File: src/rtl/regfile_write_demux_if.sv
// Write-side bus of the register file: request, flat contents, status.
// master drives RegWrite/WriteRegister/WriteData; slave drives the rest.
interface regfile_write_demux_if #(
  parameter int NUM_REGS = 32,
  parameter int DATA_W   = 32,
  parameter int ADDR_W   = 5
);
  logic                       RegWrite;
  logic [ADDR_W-1:0]          WriteRegister;
  logic [DATA_W-1:0]          WriteData;
  logic [NUM_REGS*DATA_W-1:0] RegOut;
  logic                       PendingValid;
  logic [ADDR_W-1:0]          PendingReg;
  logic                       WriteDone;
  logic [15:0]                WriteCount;

  modport master (
    output RegWrite,
    output WriteRegister,
    output WriteData,
    input  RegOut,
    input  PendingValid,
    input  PendingReg,
    input  WriteDone,
    input  WriteCount
  );

  modport slave (
    input  RegWrite,
    input  WriteRegister,
    input  WriteData,
    output RegOut,
    output PendingValid,
    output PendingReg,
    output WriteDone,
    output WriteCount
  );
endinterface

File: src/rtl/regfile_write_demux.sv
// Register file write side: stage a write, commit it next edge via a
// one-hot decode, expose flat contents plus commit status and count.
// Ports: clk, rst_n (async active-low), bus (regfile_write_demux_if.slave).
// Option: REGFILE_WRITE_FORWARD_EN forwards the staged word onto RegOut.
module regfile_write_demux #(
  parameter int NUM_REGS = 32,
  parameter int DATA_W   = 32,
  parameter int ADDR_W   = 5
) (
  input logic                  clk,
  input logic                  rst_n,
  regfile_write_demux_if.slave bus
);

  logic              r_pend_valid;
  logic [ADDR_W-1:0] r_pend_reg;
  logic [DATA_W-1:0] r_pend_data;
  logic              r_done;
  logic [15:0]       r_count;

  logic                       w_commit;
  logic                       w_inc;
  logic [NUM_REGS-1:0]        w_sel;
  logic [DATA_W-1:0]          w_q [NUM_REGS];
  logic [NUM_REGS*DATA_W-1:0] w_regout;

  assign w_commit = r_pend_valid;

  always_comb begin
    w_sel = '0;
    for (int i = 0; i < NUM_REGS; i++) begin
      w_sel[i] = w_commit &&
                 (r_pend_reg == ADDR_W'(i));
    end
  end

  // A commit aimed at register 0 is still a commit,
  // but it is not counted.
  assign w_inc = w_commit && !w_sel[0];

  always_ff @(posedge clk or negedge rst_n) begin
    if (!rst_n) begin
      r_pend_valid <= 1'b0;
      r_pend_reg   <= '0;
      r_pend_data  <= '0;
    end else begin
      r_pend_valid <= bus.RegWrite;
      if (bus.RegWrite) begin
        r_pend_reg  <= bus.WriteRegister;
        r_pend_data <= bus.WriteData;
      end
    end
  end

  always_ff @(posedge clk or negedge rst_n) begin
    if (!rst_n) begin
      r_done  <= 1'b0;
      r_count <= '0;
    end else begin
      r_done <= w_commit;
      if (w_inc) begin
        r_count <= r_count + 16'd1;
      end
    end
  end

  genvar n;
  generate
    for (n = 0; n < NUM_REGS; n++) begin : g_reg
      if (n == 0) begin : g_zero
        assign w_q[n] = '0;
      end else begin : g_store
        logic [DATA_W-1:0] r_q;
        always_ff @(posedge clk or negedge rst_n) begin
          if (!rst_n) begin
            r_q <= '0;
          end else if (w_sel[n]) begin
            r_q <= r_pend_data;
          end
        end
        assign w_q[n] = r_q;
      end
    end
  endgenerate

  always_comb begin
    w_regout = '0;
    for (int i = 0; i < NUM_REGS; i++) begin
      w_regout[i*DATA_W +: DATA_W] = w_q[i];
`ifdef REGFILE_WRITE_FORWARD_EN
      // Staged word is visible before it lands in storage.
      if (i != 0 && w_sel[i]) begin
        w_regout[i*DATA_W +: DATA_W] = r_pend_data;
      end
`endif
    end
  end

  assign bus.RegOut       = w_regout;
  assign bus.PendingValid = r_pend_valid;
  assign bus.PendingReg   = r_pend_reg;
  assign bus.WriteDone    = r_done;
  assign bus.WriteCount   = r_count;

endmodule
File: src/flat_wrapper.sv
// flat-port wrapper written by rule: the top's interface ports become plain ports
module regfile_write_demux_flat 
#(
  parameter int NUM_REGS = 32,
  parameter int DATA_W   = 32,
  parameter int ADDR_W   = 5
)
  (clk, rst_n, bus_RegWrite, bus_WriteRegister, bus_WriteData, bus_RegOut, bus_PendingValid, bus_PendingReg, bus_WriteDone, bus_WriteCount);
  regfile_write_demux_if #(.NUM_REGS(NUM_REGS), .DATA_W(DATA_W), .ADDR_W(ADDR_W)) bus_i ();
  input logic clk;
  input logic rst_n;
  input wire logic [$bits(bus_i.RegWrite)-1:0] bus_RegWrite;
  input wire logic [$bits(bus_i.WriteRegister)-1:0] bus_WriteRegister;
  input wire logic [$bits(bus_i.WriteData)-1:0] bus_WriteData;
  output wire logic [$bits(bus_i.RegOut)-1:0] bus_RegOut;
  output wire logic [$bits(bus_i.PendingValid)-1:0] bus_PendingValid;
  output wire logic [$bits(bus_i.PendingReg)-1:0] bus_PendingReg;
  output wire logic [$bits(bus_i.WriteDone)-1:0] bus_WriteDone;
  output wire logic [$bits(bus_i.WriteCount)-1:0] bus_WriteCount;
  assign bus_i.RegWrite = bus_RegWrite;
  assign bus_i.WriteRegister = bus_WriteRegister;
  assign bus_i.WriteData = bus_WriteData;
  assign bus_RegOut = bus_i.RegOut;
  assign bus_PendingValid = bus_i.PendingValid;
  assign bus_PendingReg = bus_i.PendingReg;
  assign bus_WriteDone = bus_i.WriteDone;
  assign bus_WriteCount = bus_i.WriteCount;
  regfile_write_demux #(.NUM_REGS(NUM_REGS), .DATA_W(DATA_W), .ADDR_W(ADDR_W)) u_core (.clk(clk), .rst_n(rst_n), .bus(bus_i));
endmodule
File: config.mk
export PLATFORM = sky130hd
export DESIGN_NAME = regfile_write_demux_flat
export DESIGN_NICKNAME = d
export VERILOG_FILES = /design/src/rtl/regfile_write_demux_if.sv /design/src/rtl/regfile_write_demux.sv /design/src/flat_wrapper.sv
export SDC_FILE = /design/constraint.sdc
export NUM_CORES = 1
export LEC_CHECK = 0
export CAP_MARGIN = 20
export CORE_AREA = 5 5 420 422
export CTS_CLUSTER_DIAMETER = 150
export DETAILED_ROUTE_END_ITERATION = 16
export DIE_AREA = 0 0 425 427
export PLACE_DENSITY = 0.45
export SYNTH_ARGS = -nofsm -noshare
export SYNTH_HDL_FRONTEND = slang
export SYNTH_SLANG_ARGS = --single-unit
File: constraint.sdc
create_clock -name clk -period 2.5 [get_ports clk]
set_input_delay 0.375 -clock clk [delete_from_list [all_inputs] [get_ports clk]]
set_output_delay 0.375 -clock clk [all_outputs]
set_load 0.1 [all_outputs]
==> results.sh <==
export IMPL_yosysTopAreaCell="dfrtp_1"
export IMPL_synth_seq_cells=1047
export IMPL_top_layer="met4"
export IMPL_post_cts_buffers=0
export IMPL_synthArstFlopShare_pct=100.0
export IMPL_drive_gt1_share_pct=66.57
export IMPL_io_pins=1087
export IMPL_skew_ns=0.02783
export IMPL_yosysUniqueCellTypes=32
export IMPL_wl_met2_um=85430
export IMPL_syn_inst=2402
export IMPL_cts_tree="done"
export IMPL_fin_setup_tns_ns=0
export IMPL_grt_usage_pct=17.72
export IMPL_die_w_um=425
export IMPL_hold_path_class="input pin to register"
export IMPL_dr_pass1_iters=4
export IMPL_critPathLaunch="u_core.bus.PendingReg[3]$_DFFE_PN0P_"
export IMPL_routabilityCongestion=0.7520
export IMPL_end_kind="register"
export IMPL_rsz0062_at_grt="no"
export IMPL_area_delta_synth_final_pct=39.90
export IMPL_finalSetupViolations=0
export IMPL_critPathLaunchType="register"
export IMPL_fmax_ghz=0.4470
export IMPL_place_hpwl_um=118100
export IMPL_cts_root_buffer="clkbuf_16"
export IMPL_synth_most_common_cell="dfrtp_1"
export IMPL_maxSlewViolCount=0
export IMPL_synth_edf_count=0
export IMPL_fin_cells=5939
export IMPL_outcome="complete, no violations"
export IMPL_ys_seq_area_share_pct=66.23
export IMPL_clkTransAtPathRegs_ns=0.06
export IMPL_syn_area_um2=39560
export IMPL_synth_top_area_share_pct=66.23
export IMPL_fin_nets=3548
export IMPL_relSlewSlack_pct=42.56
export IMPL_antenna_found_initial=11
export IMPL_rr_startpoint="u_core.bus.PendingReg[3]$_DFFE_PN0P_"
export IMPL_vias=24820
export IMPL_postRouteAntennaNets=0
export IMPL_wl_per_cell_um=27.93
export IMPL_fillCellCount=17400
export IMPL_h_tree_depth=3
export IMPL_min_period_over_period_pct=89.49
export IMPL_cp_arrival_ns=2.86
export IMPL_grt_pass1_vias=26050
export IMPL_cap_viol_max_count=0
export IMPL_critical_path_required_ns=3.12
export IMPL_syn_avg_cell_area_um2=16.47
export IMPL_cts_sinks=1047
export IMPL_fp_dieH_um=427
export IMPL_cts_buffer_depth=3
export IMPL_worstSetupPathType="register to register"
export IMPL_start_util_pct=22.91
export IMPL_worst_path_max_fanout=22
export IMPL_drtIter0Drc=1104
export IMPL_synth_commonest_cells="dfrtp_1, mux2_2, clkbuf_1"
export IMPL_grt_pass1_wl_um=225600
export IMPL_wl_met1_um=62930
export IMPL_min_delay_start="bus_RegWrite"
export IMPL_yosysWarningCount=0
export IMPL_wl_met3_um=10850
export IMPL_numCtsBuffers=121
export IMPL_viasPerCell=4.179
export IMPL_placed_cells=5708
export IMPL_wl_um=165900
export IMPL_post_route_min_period_ns=2.237
export IMPL_worstMarginPinSlew_ns=0.8617
export IMPL_netlist_top_cells_area="dfrtp_1, mux2_2, buf_2"
export IMPL_core_area_um2=172700
export IMPL_hold_viol_final=0
export IMPL_grt_overflow=0
export IMPL_rows=153
export IMPL_port_buffers=1054
export IMPL_clk_latency_ns=0.76
export IMPL_die_area_um2=181500
export IMPL_drc_errors=0
export IMPL_grt_max_degree=68
export IMPL_ys_flop_type="dfrtp_1"
[timing repair]
| item | 4_1_cts | 5_1_grt |
|---|---|---|
| hold buffers | 1 | 0 |
| hold endpoints to repair | 443 | 0 |
| resized for setup | 0 | 0 |
| setup endpoints to repair | 0 | 0 |
[final cells by class]
cell class | count | area, um^2 | area share [%]
Antenna cell | 12 | 30.03 | 0.05426
Clock buffer | 188 | 3655 | 6.604
Clock inverter | 30 | 350.3 | 0.6330
Inverter | 1 | 3.754 | 0.006782
Multi-Input combinational cell | 1155 | 12470 | 22.54
Sequential cell | 1047 | 26220 | 47.37
Tap cell | 2325 | 2909 | 5.256
Timing Repair Buffer | 1181 | 9707 | 17.54
[per-layer routing]
metal / track usage (%) / up-vias
met5: 0 / -
met4: 6.568 / 0
met3: 5.178 / 228
met2: 31.41 / 741
met1: 20.19 / 13300
li1: - / 10560
[through the flow]
step	util [%]	setup WS [ns]	hold WS, ns	area, um^2
6_report	32.05	0.2628	0.1218	55350
5_1_grt	32.04	0.1328	0.05028	55320
3_5_place_dp	29.71	0.2077	0.3514	51300
4_1_cts	32.03	0.1615	0.02466	55320
2_1_floorplan	-	0.06389	0.07941	39680
3_3_place_gp	29.71	0.1816	0.3366	51300
[worst max-delay path: stages (launching register included)]
cell and delay [ns]:
dfrtp_1 0.58, nor3_1 0.56, nand2_2 0.37, buf_12 0.28
mux2_2 0.28
[sequential cells by signal (all words and copies together) (netlist names)]
register / count
u_core.g.g_store.r_q: 992
u_core.bus.WriteDone: 1
u_core.r_pend_data: 32
u_core.bus.PendingReg: 5
u_core.bus.PendingValid: 1
u_core.bus.WriteCount: 16
[worst paths after layout]
check                                                               end  cells after the start  slack (ns)
max                        u_core.g_reg[17].g_store.r_q[11]$_DFFE_PN0P_                      4        0.26
min                                  u_core.r_pend_data[31]$_DFFE_PN0P_                      2        0.12
max reg2reg                u_core.g_reg[17].g_store.r_q[11]$_DFFE_PN0P_                      4        0.26
min reg2reg                u_core.g_reg[19].g_store.r_q[26]$_DFFE_PN0P_                      1        0.49
max in group asynchronous   u_core.g_reg[28].g_store.r_q[4]$_DFFE_PN0P_                      4        1.29
min in group asynchronous    u_core.g_reg[9].g_store.r_q[2]$_DFFE_PN0P_                      2        0.17
[layout by cell type, fill, tap and decap left out, types with 2 or more instances in the layout]
cell / count
and3_1: 4
buf_12: 59
buf_4: 1083
bufinv_16: 7
clkbuf_1: 34
clkbuf_16: 125
clkbuf_8: 29
clkdlybuf4s50_1: 37
clkinv_2: 16
clkinv_4: 3
conb_1: 32
dfrtp_1: 1033
dfrtp_2: 14
diode_2: 12
inv_6: 3
mux2_1: 8
mux2_2: 1021
nand2_1: 9
nand2_2: 8
nand2_4: 3
nand2b_1: 2
nand3_1: 6
nand3_4: 2
nand4_1: 8
nand4b_1: 2
nor2_1: 3
nor2_4: 16
nor2b_1: 2
nor3_1: 2
nor3b_4: 2
xnor2_1: 12
xor2_1: 3
[kinds of logic after synthesis]
| group | share of synthesized area, % |
|---|---|
| muxes | 29.29 |
| xor gates and xnor gates | 0.3321 |
| DFF | 66.23 |
| AOI/OAI and AO/OA | 0.05060 |
| adders and majority gates | 0.03162 |
| and+or+nand+nor | 1.037 |
| buffers and inverters | 3.024 |
| other | 0.009479 |
Power is not shown: default switching activity piles up to over one toggle a cycle in this logic, so the estimate is an artifact.
